File: src/rtl/sad_pkg.sv
// Shared definitions for the SAD block sequencer and its min-tracker.
//   sad_state_e  : sequencer FSM states
//   PIX_W        : pixel width (bits)
//   ROW_W        : one memory row = 8 pixels
//   CLEAR_CYCLES : cycles the accumulator clear is held
//   SAD_W        : width of SAD totals
package sad_pkg;
   localparam int PIX_W        = 8;
   localparam int ROW_W        = 8 * PIX_W;
   localparam int CLEAR_CYCLES = 2;
   localparam int SAD_W        = 16;

   typedef enum logic [2:0] {
      IDLE,
      CLEAR,
      FEED,
      DRAIN,
      DONE
   } sad_state_e;
endpackage

File: src/rtl/sad_min_tracker.sv
// Tracks the smallest block SAD seen and the index of the candidate that
// produced it. The candidate counter advances once per completed block.
// Ports:
//   clk, reset   : clock, synchronous active-high reset
//   min_clr_i    : restart tracking (best = all-ones, index/counter = 0)
//   done_i       : one-cycle pulse, block_sad_i is valid on it
//   block_sad_i  : SAD of the block just finished
//   best_sad_o   : smallest SAD so far (first minimum kept on ties)
//   best_idx_o   : candidate index of best_sad_o
module sad_min_tracker
   import sad_pkg::*;
(
   input  logic             clk,
   input  logic             reset,
   input  logic             min_clr_i,
   input  logic             done_i,
   input  logic [SAD_W-1:0] block_sad_i,
   output logic [SAD_W-1:0] best_sad_o,
   output logic [7:0]       best_idx_o
);

   logic [SAD_W-1:0] best_sad_q, best_sad_d;
   logic [7:0]       best_idx_q, best_idx_d;
   logic [7:0]       cand_q, cand_d;

   always_comb begin
      best_sad_d = best_sad_q;
      best_idx_d = best_idx_q;
      cand_d     = cand_q;
      if (done_i) begin
         cand_d = cand_q + 8'd1;
         // Strict compare keeps the earliest candidate on equal SADs.
         if (block_sad_i < best_sad_q) begin
            best_sad_d = block_sad_i;
            best_idx_d = cand_q;
         end
      end
   end

   always_ff @(posedge clk) begin
      if (reset || min_clr_i) begin
         best_sad_q <= '1;
         best_idx_q <= '0;
         cand_q     <= '0;
      end else begin
         best_sad_q <= best_sad_d;
         best_idx_q <= best_idx_d;
         cand_q     <= cand_d;
      end
   end

   assign best_sad_o = best_sad_q;
   assign best_idx_o = best_idx_q;

endmodule

File: src/rtl/sad_block_sequencer.sv
// Sequences one SAD block: clears the external accumulator, reads ROWS rows
// from the original and reference pixel memories, presents the pixel pairs
// to the accumulator, waits for the accumulator latency and captures the
// total into block_sad.
// Parameters: ROWS (rows per block, 1..16), AW (address width),
//             ACC_LAT (accumulator latency in cycles).
// Ports:
//   clk, reset                   : clock, synchronous active-high reset
//   start                        : block request, sampled in IDLE only
//   org_base, ref_base, stride   : block base addresses and row stride
//   org/ref_rd_en, _rd_addr      : memory read requests
//   org/ref_rd_data              : row data, valid one cycle after rd_en
//   pix_org, pix_ref, pix_valid  : pixel pairs to the accumulator (zero when idle)
//   sad_clear                    : accumulator clear
//   sad_sum                      : running accumulator total
//   busy, done, block_sad        : status, one-cycle completion pulse, result
// Optional feature macro SAD_SEQ_MIN_TRACK_EN adds min_clr, best_sad, best_idx
// via the sad_min_tracker sub-module.
module sad_block_sequencer
   import sad_pkg::*;
#(
   parameter int ROWS    = 8,
   parameter int AW      = 12,
   parameter int ACC_LAT = 2
) (
   input  logic             clk,
   input  logic             reset,
   input  logic             start,
   input  logic [AW-1:0]    org_base,
   input  logic [AW-1:0]    ref_base,
   input  logic [AW-1:0]    stride,
   output logic             org_rd_en,
   output logic             ref_rd_en,
   output logic [AW-1:0]    org_rd_addr,
   output logic [AW-1:0]    ref_rd_addr,
   input  logic [ROW_W-1:0] org_rd_data,
   input  logic [ROW_W-1:0] ref_rd_data,
   output logic [ROW_W-1:0] pix_org,
   output logic [ROW_W-1:0] pix_ref,
   output logic             pix_valid,
   output logic             sad_clear,
   input  logic [SAD_W-1:0] sad_sum,
   output logic             busy,
   output logic             done,
   output logic [SAD_W-1:0] block_sad
`ifdef SAD_SEQ_MIN_TRACK_EN
   ,
   input  logic             min_clr,
   output logic [SAD_W-1:0] best_sad,
   output logic [7:0]       best_idx
`endif
);

   // One shared phase counter serves CLEAR, FEED and DRAIN.
   localparam int CNT_MAX_A = (ROWS > ACC_LAT + 1) ? ROWS : ACC_LAT + 1;
   localparam int CNT_MAX   = (CNT_MAX_A > CLEAR_CYCLES) ? CNT_MAX_A : CLEAR_CYCLES;
   localparam int CNT_W     = $clog2(CNT_MAX + 1);

   sad_state_e       state_q, state_d;
   logic [CNT_W-1:0] cnt_q, cnt_d;
   logic [AW-1:0]    org_addr_q, org_addr_d;
   logic [AW-1:0]    ref_addr_q, ref_addr_d;
   logic [AW-1:0]    stride_q, stride_d;
   logic             pix_valid_q;
   logic [SAD_W-1:0] block_sad_q, block_sad_d;
   logic             rd_en;

   always_comb begin
      state_d     = state_q;
      cnt_d       = cnt_q;
      org_addr_d  = org_addr_q;
      ref_addr_d  = ref_addr_q;
      stride_d    = stride_q;
      block_sad_d = block_sad_q;
      rd_en       = 1'b0;
      sad_clear   = 1'b0;
      done        = 1'b0;

      case (state_q)
         IDLE: begin
            if (start) begin
               state_d    = CLEAR;
               cnt_d      = '0;
               org_addr_d = org_base;
               ref_addr_d = ref_base;
               stride_d   = stride;
            end
         end
         CLEAR: begin
            sad_clear = 1'b1;
            if (cnt_q == CNT_W'(CLEAR_CYCLES - 1)) begin
               state_d = FEED;
               cnt_d   = '0;
            end else begin
               cnt_d = cnt_q + 1'b1;
            end
         end
         FEED: begin
            rd_en      = 1'b1;
            // Address registers walk the rows; wrap modulo 2^AW is natural.
            org_addr_d = org_addr_q + stride_q;
            ref_addr_d = ref_addr_q + stride_q;
            if (cnt_q == CNT_W'(ROWS - 1)) begin
               state_d = DRAIN;
               cnt_d   = '0;
            end else begin
               cnt_d = cnt_q + 1'b1;
            end
         end
         DRAIN: begin
            // The first DRAIN cycle still presents the last pixel row, so the
            // state spans ACC_LAT+1 cycles; the sum is complete on the last.
            if (cnt_q == CNT_W'(ACC_LAT)) begin
               block_sad_d = sad_sum;
               state_d     = DONE;
               cnt_d       = '0;
            end else begin
               cnt_d = cnt_q + 1'b1;
            end
         end
         DONE: begin
            done    = 1'b1;
            state_d = IDLE;
         end
         default: begin
            state_d = IDLE;
         end
      endcase
   end

   always_ff @(posedge clk) begin
      if (reset) begin
         state_q     <= IDLE;
         cnt_q       <= '0;
         pix_valid_q <= 1'b0;
         block_sad_q <= '0;
      end else begin
         state_q     <= state_d;
         cnt_q       <= cnt_d;
         pix_valid_q <= rd_en;
         block_sad_q <= block_sad_d;
      end
   end

   // Address/stride registers are only observed while FEED drives rd_en.
   always_ff @(posedge clk) begin
      org_addr_q <= org_addr_d;
      ref_addr_q <= ref_addr_d;
      stride_q   <= stride_d;
   end

   assign org_rd_en   = rd_en;
   assign ref_rd_en   = rd_en;
   assign org_rd_addr = rd_en ? org_addr_q : '0;
   assign ref_rd_addr = rd_en ? ref_addr_q : '0;

   // Memory data arrives one cycle after the read; gate it so the
   // free-running accumulator adds zero outside the valid window.
   assign pix_valid = pix_valid_q;
   assign pix_org   = pix_valid_q ? org_rd_data : '0;
   assign pix_ref   = pix_valid_q ? ref_rd_data : '0;

   assign busy      = (state_q != IDLE);
   assign block_sad = block_sad_q;

`ifdef SAD_SEQ_MIN_TRACK_EN
   sad_min_tracker u_min_tracker (
      .clk         (clk),
      .reset       (reset),
      .min_clr_i   (min_clr),
      .done_i      (done),
      .block_sad_i (block_sad_q),
      .best_sad_o  (best_sad),
      .best_idx_o  (best_idx)
   );
`endif

endmodule

File: config.mk
export PLATFORM = sky130hd
export DESIGN_NAME = sad_block_sequencer
export DESIGN_NICKNAME = d
export VERILOG_FILES = /design/src/rtl/sad_pkg.sv /design/src/rtl/sad_min_tracker.sv /design/src/rtl/sad_block_sequencer.sv
export SDC_FILE = /design/constraint.sdc
export NUM_CORES = 1
export LEC_CHECK = 0
export ABC_AREA = 1
export CAP_MARGIN = 20
export CORE_AREA = 3 3 137 139
export CTS_CLUSTER_SIZE = 14
export DETAILED_ROUTE_END_ITERATION = 7
export DIE_AREA = 0 0 140 142
export HOLD_SLACK_MARGIN = 0.05
export PLACE_DENSITY = 0.76
export SYNTH_ARGS = -nofsm -noshare
export SYNTH_HDL_FRONTEND = slang
export SYNTH_SLANG_ARGS = --single-unit
export TNS_END_PERCENT = 20
File: constraint.sdc
create_clock -name clk -period 2.3 [get_ports clk]
set_input_delay 0.46 -clock clk [delete_from_list [all_inputs] [get_ports clk]]
set_output_delay 0.46 -clock clk [all_outputs]
set_load 0.05 [all_outputs]
==> qor.csv, run 1 <==
stage,metric,value,unit
timing,period_share,93.79,%
grt,antenna_found_initial,4,
grt,grt_pass1_vias,5853,
yosys,synth_cell_types,26,
cells_and_area,antennaDiodeCount,0,
route,drt_iter0_markers,408,
clocking,clkSlewWorstSetupHoldPaths,50,ps
critical_path,critPathLaunchType,register,
critical_path,path_class,reg2out,
grt,grt_max_degree,46,
route,routed_wl,23190,microns
route,vias_per_cell,4.388,
die,start_util,27.35,%
clocking,cts_tree,done,
route,drc,0,
die,num_io_pins,357,
clocking,cts_setup_buffers,0,
timing,max_freq,463.6,MHz
timing,hold_viol_final,0,
clocking,cts_root_buf,clkbuf_16,
cells_and_area,final_cell_count_no_fill,1380,
grt,grt_pass1_wl,33780,microns
cells_and_area,drive_above_1_share,17.46,%
yosys,syn_area,4862,sq um
critical_path,worst-path-buf-inv,4,
critical_path,crit_chain,"inv_1, nor3_2, inv_2, buf_4, nor2_1, buf_12",
critical_path,cp_top_family,buffers and inverters,
timing,rsz0062_at_grt,false,
critical_path,cp_max_fo,15,
die,die_h,142,microns
critical_path,slowest_delay,360,ps
route,wl_per_cell,16.81,microns
power,power.leakage,5.563,nW
timing,slew_violations,0,
cells_and_area,fill_cells,1523,
cells_and_area,finish.utilization,58.94,%
timing,final.min_clock_period,2157,ps
yosys,async_flop_share,0,%
placement,dp.cells,1364,
yosys,synth_most_common_cell,nand2_1,
power,power_density,979.6,nW/um^2
yosys,synth_top_area_cell,edfxtp_1,
power,ir_drop,0.5901,mV
critical_path,slowest_stage,dfxtp_1,
yosys,ys.flop_type,edfxtp_1,
critical_path,worst-r2r-cell-count,11,
yosys,synthCells,797,
yosys,synth_area_leaders,"edfxtp_1 (22%), nand2_1 (22%), inv_1 (16%), dfxtp_1 (9.9%), ha_1 (6.4%)",
yosys,synth_nets,1007,
timing,setup_viol,0,
grt,overflow,0,
die,rows,49,
cells_and_area,multi_input_area,2374,sq um
min_path,holdPathStages,2,
clocking,clock_sinks,60,
critical_path,cp.depth,6,
grt,track_usage,22.23,%
placement,hpwl,19820,microns
yosys,ys_top_cells_by_count,"nand2_1 (280), inv_1 (209), nor2_1 (77), edfxtp_1 (36), nand3_1 (35)",
cells_and_area,fin_nets,1356,
critical_path,end_kind,output port,
yosys,synth-edff-count,36,
yosys,syn_area_per_cell,6.101,sq um
placement,port_buffers,356,
cells_and_area,seq_area,1565,sq um
timing,tns,0,ps
timing,fin_skew,9.997,ps
timing,slew_headroom,64.31,%
run_status,status,"finished, final reports clean",
die,die-area,19880,sq um
die,coreArea,17780,sq um
clocking,cts_buffers,9,
critical_path,arrival,1700,ps
clocking,h-tree-depth,3,
die,die_w,140,microns
critical_path,required,1840,ps
clocking,cts_buffer_depth,2,
yosys,synth_top_area_share,22.23,%
min_path,hold_class,reg2reg,
timing,finalWorstSetupSlack,142.8,ps
placement,place_ws,313.8,ps
job,maxCapViolCount,0,
yosys,ys_warn_count,0,
timing,hold-worst-slack,487.9,ps
placement,finalWeightedCongestion,0.9317,
yosys,synth_seq_cells,60,
clocking,clkLatencyLatePin,330,ps
cells_and_area,area_growth_syn_to_layout,115.5,%
clocking,cts_hold_buf,0,
yosys,ys_seq_area_share,32.12,%
timing,worst_slew_pin_slew,533.6,ps
route,num_vias,6056,
route,firstDrtPassIters,5,
route,postRouteAntennaNets,0,
[metrics by stage]
stage	power [mW]	area [sq um]
4_1_cts	10.30	10480
3_5_place_dp	9.069	10220
3_3_place_gp	8.964	10220
6_report	10.27	10480
5_1_grt	10.96	10480
2_1_floorplan	5.975	4862
[kinds of logic (layout without fill, tap and decap cells)]
kind of cell    after synthesis  after routing  share of synthesized area (%)
simple gates                415            415                          34.69
buf+inv                     239            593                          19.12
flops                        60             60                          32.12
compound gates               43             43                          4.478
fa+ha+maj                    27             27                          7.257
xor+xnor                     13             13                          2.342
[worst reg2reg max path, stage by stage, from the launching register on]
cell and delay (ps):
edfxtp_1 400, ha_1 250, inv_1 80, fa_1 210, inv_1 70, nand3_1 70, nand3_1 140, nand2_1 90
nand2_1 60, or2_2 270, nand3_1 70, nand2_1 60
[worst paths after layout]
kind / endpoint / slack (ps) / start
worst max-delay path: ref_rd_addr[5] / 140 / state_q[1]$_SDFFE_PP0P_
worst min-delay path: cnt_q[3]$_SDFFE_PP0P_ / 490 / cnt_q[3]$_SDFFE_PP0P_
worst max register to register: org_addr_q[6]$_DFFE_PP_ / 290 / org_addr_q[0]$_DFFE_PP_
worst min register to register: cnt_q[3]$_SDFFE_PP0P_ / 490 / cnt_q[3]$_SDFFE_PP0P_
[cell usage in the layout, fill, tap and decap left out]
| master | netlist | layout |
|---|---|---|
| xor2_1 | 7 | 7 |
| nor2_1 | 77 | 76 |
| clkdlybuf4s50_1 | 0 | 198 |
| inv_4 | 1 | 1 |
| nor2_8 | 1 | 1 |
| inv_1 | 209 | 209 |
| or2_2 | 2 | 2 |
| nand3_1 | 35 | 35 |
| clkbuf_1 | 18 | 1 |
| buf_12 | 0 | 157 |
| xnor2_1 | 6 | 6 |
| nand4_1 | 6 | 6 |
| clkbuf_16 | 0 | 9 |
| nand2_1 | 280 | 280 |
| fa_1 | 2 | 2 |
| buf_4 | 3 | 9 |
| clkinvlp_4 | 0 | 1 |
| a31oi_1 | 2 | 2 |
| clkinv_1 | 0 | 1 |
| nor3_2 | 3 | 3 |
| o21ai_1 | 11 | 11 |
| inv_2 | 3 | 3 |
| nand3b_1 | 2 | 2 |
| dfxtp_1 | 24 | 23 |
| edfxtp_1 | 36 | 36 |
| a21oi_1 | 12 | 12 |
| nor2_2 | 9 | 10 |
| ha_1 | 25 | 25 |
| dfxtp_4 | 0 | 1 |
| clkinv_2 | 0 | 4 |
| o21ai_0 | 18 | 18 |
[flip-flops by register name, indices dropped and copies added, names as in the netlist]
| name | count |
|---|---|
| pix_valid | 1 |
| block_sad | 16 |
| org_addr_q | 12 |
| stride_q | 12 |
| cnt_q | 4 |
| ref_addr_q | 12 |
| state_q | 3 |
[cell type report]
type / instances / area share [%]
tap: 229 / 2.734
timing repair buffer: 364 / 49.55
multi-input combinational: 498 / 22.65
inverter: 213 / 7.653
clock buffer: 10 / 2.185
clock inverter: 6 / 0.2985
sequential: 60 / 14.94
[layer usage]
layer,routed length [microns],vias to the layer above,track usage [%]
met5,46,-,0
met4,216,8,4.386
met3,1817,20,5.712
met2,10500,279,34.95
met1,10620,2719,31.23
li1,-,3030,-
[what timing repair did]
| action | 4_1_cts | 5_1_grt |
|---|---|---|
| endpoints found under the hold margin | 0 | 0 |
| setup endpoints to repair | 0 | 1 |
| gates resized for setup | 0 | 1 |
[report_power, final]
group	total (mW)	switching, mW	internal [mW]	leakage [nW]
combinational	7.21	4.23	2.98	4.89
sequential	1.86	0.280	1.58	0.542
clock	1.19	0.477	0.716	0.129
total	10.3	4.99	5.28	5.56
Note: power is estimated with default switching activity, not from simulation.
==> run 2, diff against run 1 <==
--- a/config.mk
+++ b/config.mk
@@ -15,5 +15,6 @@
 export PLACE_DENSITY = 0.76
 export SYNTH_ARGS = -nofsm -noshare
 export SYNTH_HDL_FRONTEND = slang
+export SYNTH_HIERARCHICAL = 1
 export SYNTH_SLANG_ARGS = --single-unit
 export TNS_END_PERCENT = 20
==> results of run 2 <==
Same layout as run 1: the final DEF is identical, and so are final timing and power.
Among the figures that moved: Yosys warning count 0 -> 6
==> run 3, diff against run 2 <==
==> constraint.sdc (replaced) <==
create_clock -name clk -period 2.2 [get_ports clk]
set_input_delay 0.44 -clock clk [delete_from_list [all_inputs] [get_ports clk]]
set_output_delay 0.44 -clock clk [all_outputs]
set_load 0.05 [all_outputs]
==> qor.csv, run 3 <==
stage,metric,value,unit,change
run_status,status,"finished, final reports clean",,unchanged
route,drc,0,,unchanged
clocking,cts_tree,done,,unchanged
critical_path,required,1760,ps,was 1840 ps
route,firstDrtPassIters,5,,unchanged
timing,hold_viol_final,0,,unchanged
timing,slew_violations,0,,unchanged
clocking,cts_buffers,9,,unchanged
timing,period_share,96.40,%,
yosys,synth_top_area_share,22.23,%,unchanged
timing,fin_skew,6.586,ps,was 9.997 ps
yosys,synth_cell_types,26,,unchanged
timing,setup_viol,0,,unchanged
clocking,cts_hold_buf,0,,unchanged
timing,worst_slew_pin_slew,537.8,ps,was 533.6 ps
critical_path,reg2reg_slack,220,ps,was 290 ps
clocking,cts_buffer_depth,2,,unchanged
yosys,synth_area_leaders,"edfxtp_1 (22%), nand2_1 (22%), inv_1 (16%), dfxtp_1 (9.9%), ha_1 (6.4%)",,unchanged
yosys,synth_most_common_cell,nand2_1,,unchanged
min_path,hold_start,cnt_q[3]$_SDFFE_PP0P_,,unchanged
cells_and_area,area_growth_syn_to_layout,116.3,%,was 115.5%
timing,tns,0,ps,unchanged
critical_path,path_class,reg2out,,unchanged
yosys,ys_seq_area_share,32.12,%,unchanged
route,postRouteAntennaNets,0,,unchanged
yosys,ys_warn_count,6,,unchanged
cells_and_area,largest_reg_flops,16,,unchanged
yosys,synth_top_area_cell,edfxtp_1,,unchanged
yosys,synth-edff-count,36,,unchanged
timing,final.min_clock_period,2121,ps,
die,rows,49,,unchanged
critical_path,critPathLaunchType,register,,unchanged
clocking,cts_resized,0,,unchanged
clocking,cts_setup_buffers,0,,unchanged
power,power_density,1036,nW/um^2,was 979.6 nW/um^2
critical_path,end_kind,output port,,unchanged
timing,slew_headroom,64.03,%,was 64.31%
route,routed_wl,23330,microns,was 23190 microns
cells_and_area,drive_above_1_share,17.32,%,was 17.46%
grt,grt_pass1_wl,33990,microns,was 33780 microns
power,power.leakage,5.579,nW,was 5.563 nW
yosys,ys_top_cells_by_count,"nand2_1 (280), inv_1 (209), nor2_1 (77), edfxtp_1 (36), nand3_1 (35)",,unchanged
die,die-area,19880,sq um,unchanged
timing,rsz0062_at_grt,false,,unchanged
critical_path,r2r-end,org_addr_q[6]$_DFFE_PP_,,unchanged
yosys,synth_nets,1007,,unchanged
yosys,async_flop_share,0,%,unchanged
cells_and_area,fin_nets,1354,,was 1356
power,ir_drop,0.5463,mV,was 0.5901 mV
min_path,holdPathStages,2,,unchanged
clocking,cts_root_buf,clkbuf_16,,unchanged
route,wl_per_cell,16.92,microns,was 16.81 microns
die,start_util,27.35,%,unchanged
clocking,clkLatencyLatePin,330,ps,about the same
die,coreArea,17780,sq um,unchanged
yosys,synthCells,797,,unchanged
clocking,clock_sinks,60,,unchanged
cells_and_area,final_cell_mix,"nand2_1 (280), inv_1 (209), clkdlybuf4s50_1 (198), buf_12 (159), nor2_1 (77)",,"was nand2_1 (280), inv_1 (209), clkdlybuf4s50_1 (198), buf_12 (157), nor2_1 (76)"
yosys,syn_area,4862,sq um,unchanged
grt,overflow,0,,unchanged
die,num_io_pins,357,,unchanged
placement,port_buffers,356,,unchanged
placement,hpwl,19530,microns,was 19820 microns
die,die_w,140,microns,unchanged
yosys,syn_area_per_cell,6.101,sq um,unchanged
critical_path,worst-r2r-cell-count,11,,unchanged
grt,grt_max_degree,60,,was 46
yosys,ys.flop_type,edfxtp_1,,unchanged
critical_path,reg2reg_from,stride_q[0]$_DFFE_PP_,,was org_addr_q[0]$_DFFE_PP_
route,vias_per_cell,4.341,,was 4.388
cells_and_area,final_common_cell,nand2_1,,unchanged
route,drt_iter0_markers,326,,was 408
yosys,synth_seq_cells,60,,unchanged
min_path,hold_path_end,cnt_q[3]$_SDFFE_PP0P_,,unchanged
route,num_vias,5986,,was 6056
clocking,h-tree-depth,3,,unchanged
clocking,clkSlewWorstSetupHoldPaths,60,ps,was 50 ps
critical_path,cp_max_fo,59,,was 15
grt,track_usage,22.32,%,was 22.23%
job,maxCapViolCount,0,,unchanged
placement,finalWeightedCongestion,0.9367,,was 0.9317
timing,hold-worst-slack,485.6,ps,was 487.9 ps
critical_path,arrival,1680,ps,was 1700 ps
grt,grt_pass1_vias,5906,,was 5853
die,die_h,142,microns,unchanged
min_path,hold_class,reg2reg,,unchanged
timing,max_freq,471.5,MHz,
grt,antenna_found_initial,5,,was 4
==> run 3: worst max-delay path by stage <==
stage / startpoint / endpoint / slack, ps / depth (start not counted)
floorplan: state_q[2]$_SDFFE_PP0P_ / org_rd_addr[10] / 120 / 5
global placement: stride_q[0]$_DFFE_PP_ / org_addr_q[6]$_DFFE_PP_ / 290 / 11
detailed placement: stride_q[0]$_DFFE_PP_ / org_addr_q[6]$_DFFE_PP_ / 270 / 11
CTS: state_q[2]$_SDFFE_PP0P_ / ref_rd_addr[8] / 70 / 5
global route: state_q[2]$_SDFFE_PP0P_ / ref_rd_addr[8] / 4 / 5
finish: state_q[2]$_SDFFE_PP0P_ / ref_rd_addr[0] / 80 / 5
==> run 3: power breakdown <==
group          internal [mW]  total (mW)  switching, mW
sequential              1.65        1.94          0.289
clock                  0.856        1.37          0.514
combinational           3.14        7.58           4.45
==> run 3: kinds of logic (layout without fill, tap and decap cells) <==
logic type	after synthesis	after routing	share of synthesized area (%)
AO/OA/AOI/OAI	43	43	4.478
XOR/XNOR	13	13	2.342
adder cells (fa/ha/maj)	27	27	7.257
buffers and inverters	239	591	19.12
flip-flops	60	60	32.12
other	0	1	0
AND/OR/NAND/NOR	415	415	34.69
==> run 3: per-stage QoR <==
step / area (sq um) / util [%] / power (mW) / setup slack (ps) / cells
floorplan: 4862 / - / 6.246 / 122.0 / 797
global placement: 10230 / 57.52 / 9.389 / 293.6 / 1362
detailed placement: 10230 / 57.52 / 9.499 / 270.0 / 1362
CTS: 10520 / 59.15 / 10.93 / 69.94 / 1378
global route: 10520 / 59.15 / 11.64 / 4.494 / 1378
finish: 10520 / 59.16 / 10.89 / 79.22 / 1379
==> run 3: critical path: stages, from the launching register on <==
cell and delay (ps):
dfxtp_1 370, nor3_2 260, inv_2 70, buf_12 180
nor2_1 250, buf_12 180
==> run 3: area by class of cell <==
cell class | instances | area, sq um
multi-input cells | 498 | 2371
fillers | 1509 | 7261
inverters | 213 | 802.0
well taps | 229 | 286.5
diodes | 1 | 2.502
flip-flops and latches | 60 | 1565
clock buffers | 12 | 267.8
repair buffers | 362 | 5202
clock inverters | 4 | 21.27
==> run 3: metal layers <==
layer	vias to the layer above	share of wire (%)	wire (microns)	global-route usage (%)
li1	3021	-	-	-
met1	2666	46	10630	31.38
met2	260	44	10340	34.01
met3	29	8.3	1940	6.754
met4	10	1.5	358	4.895
met5	-	0.27	62	0
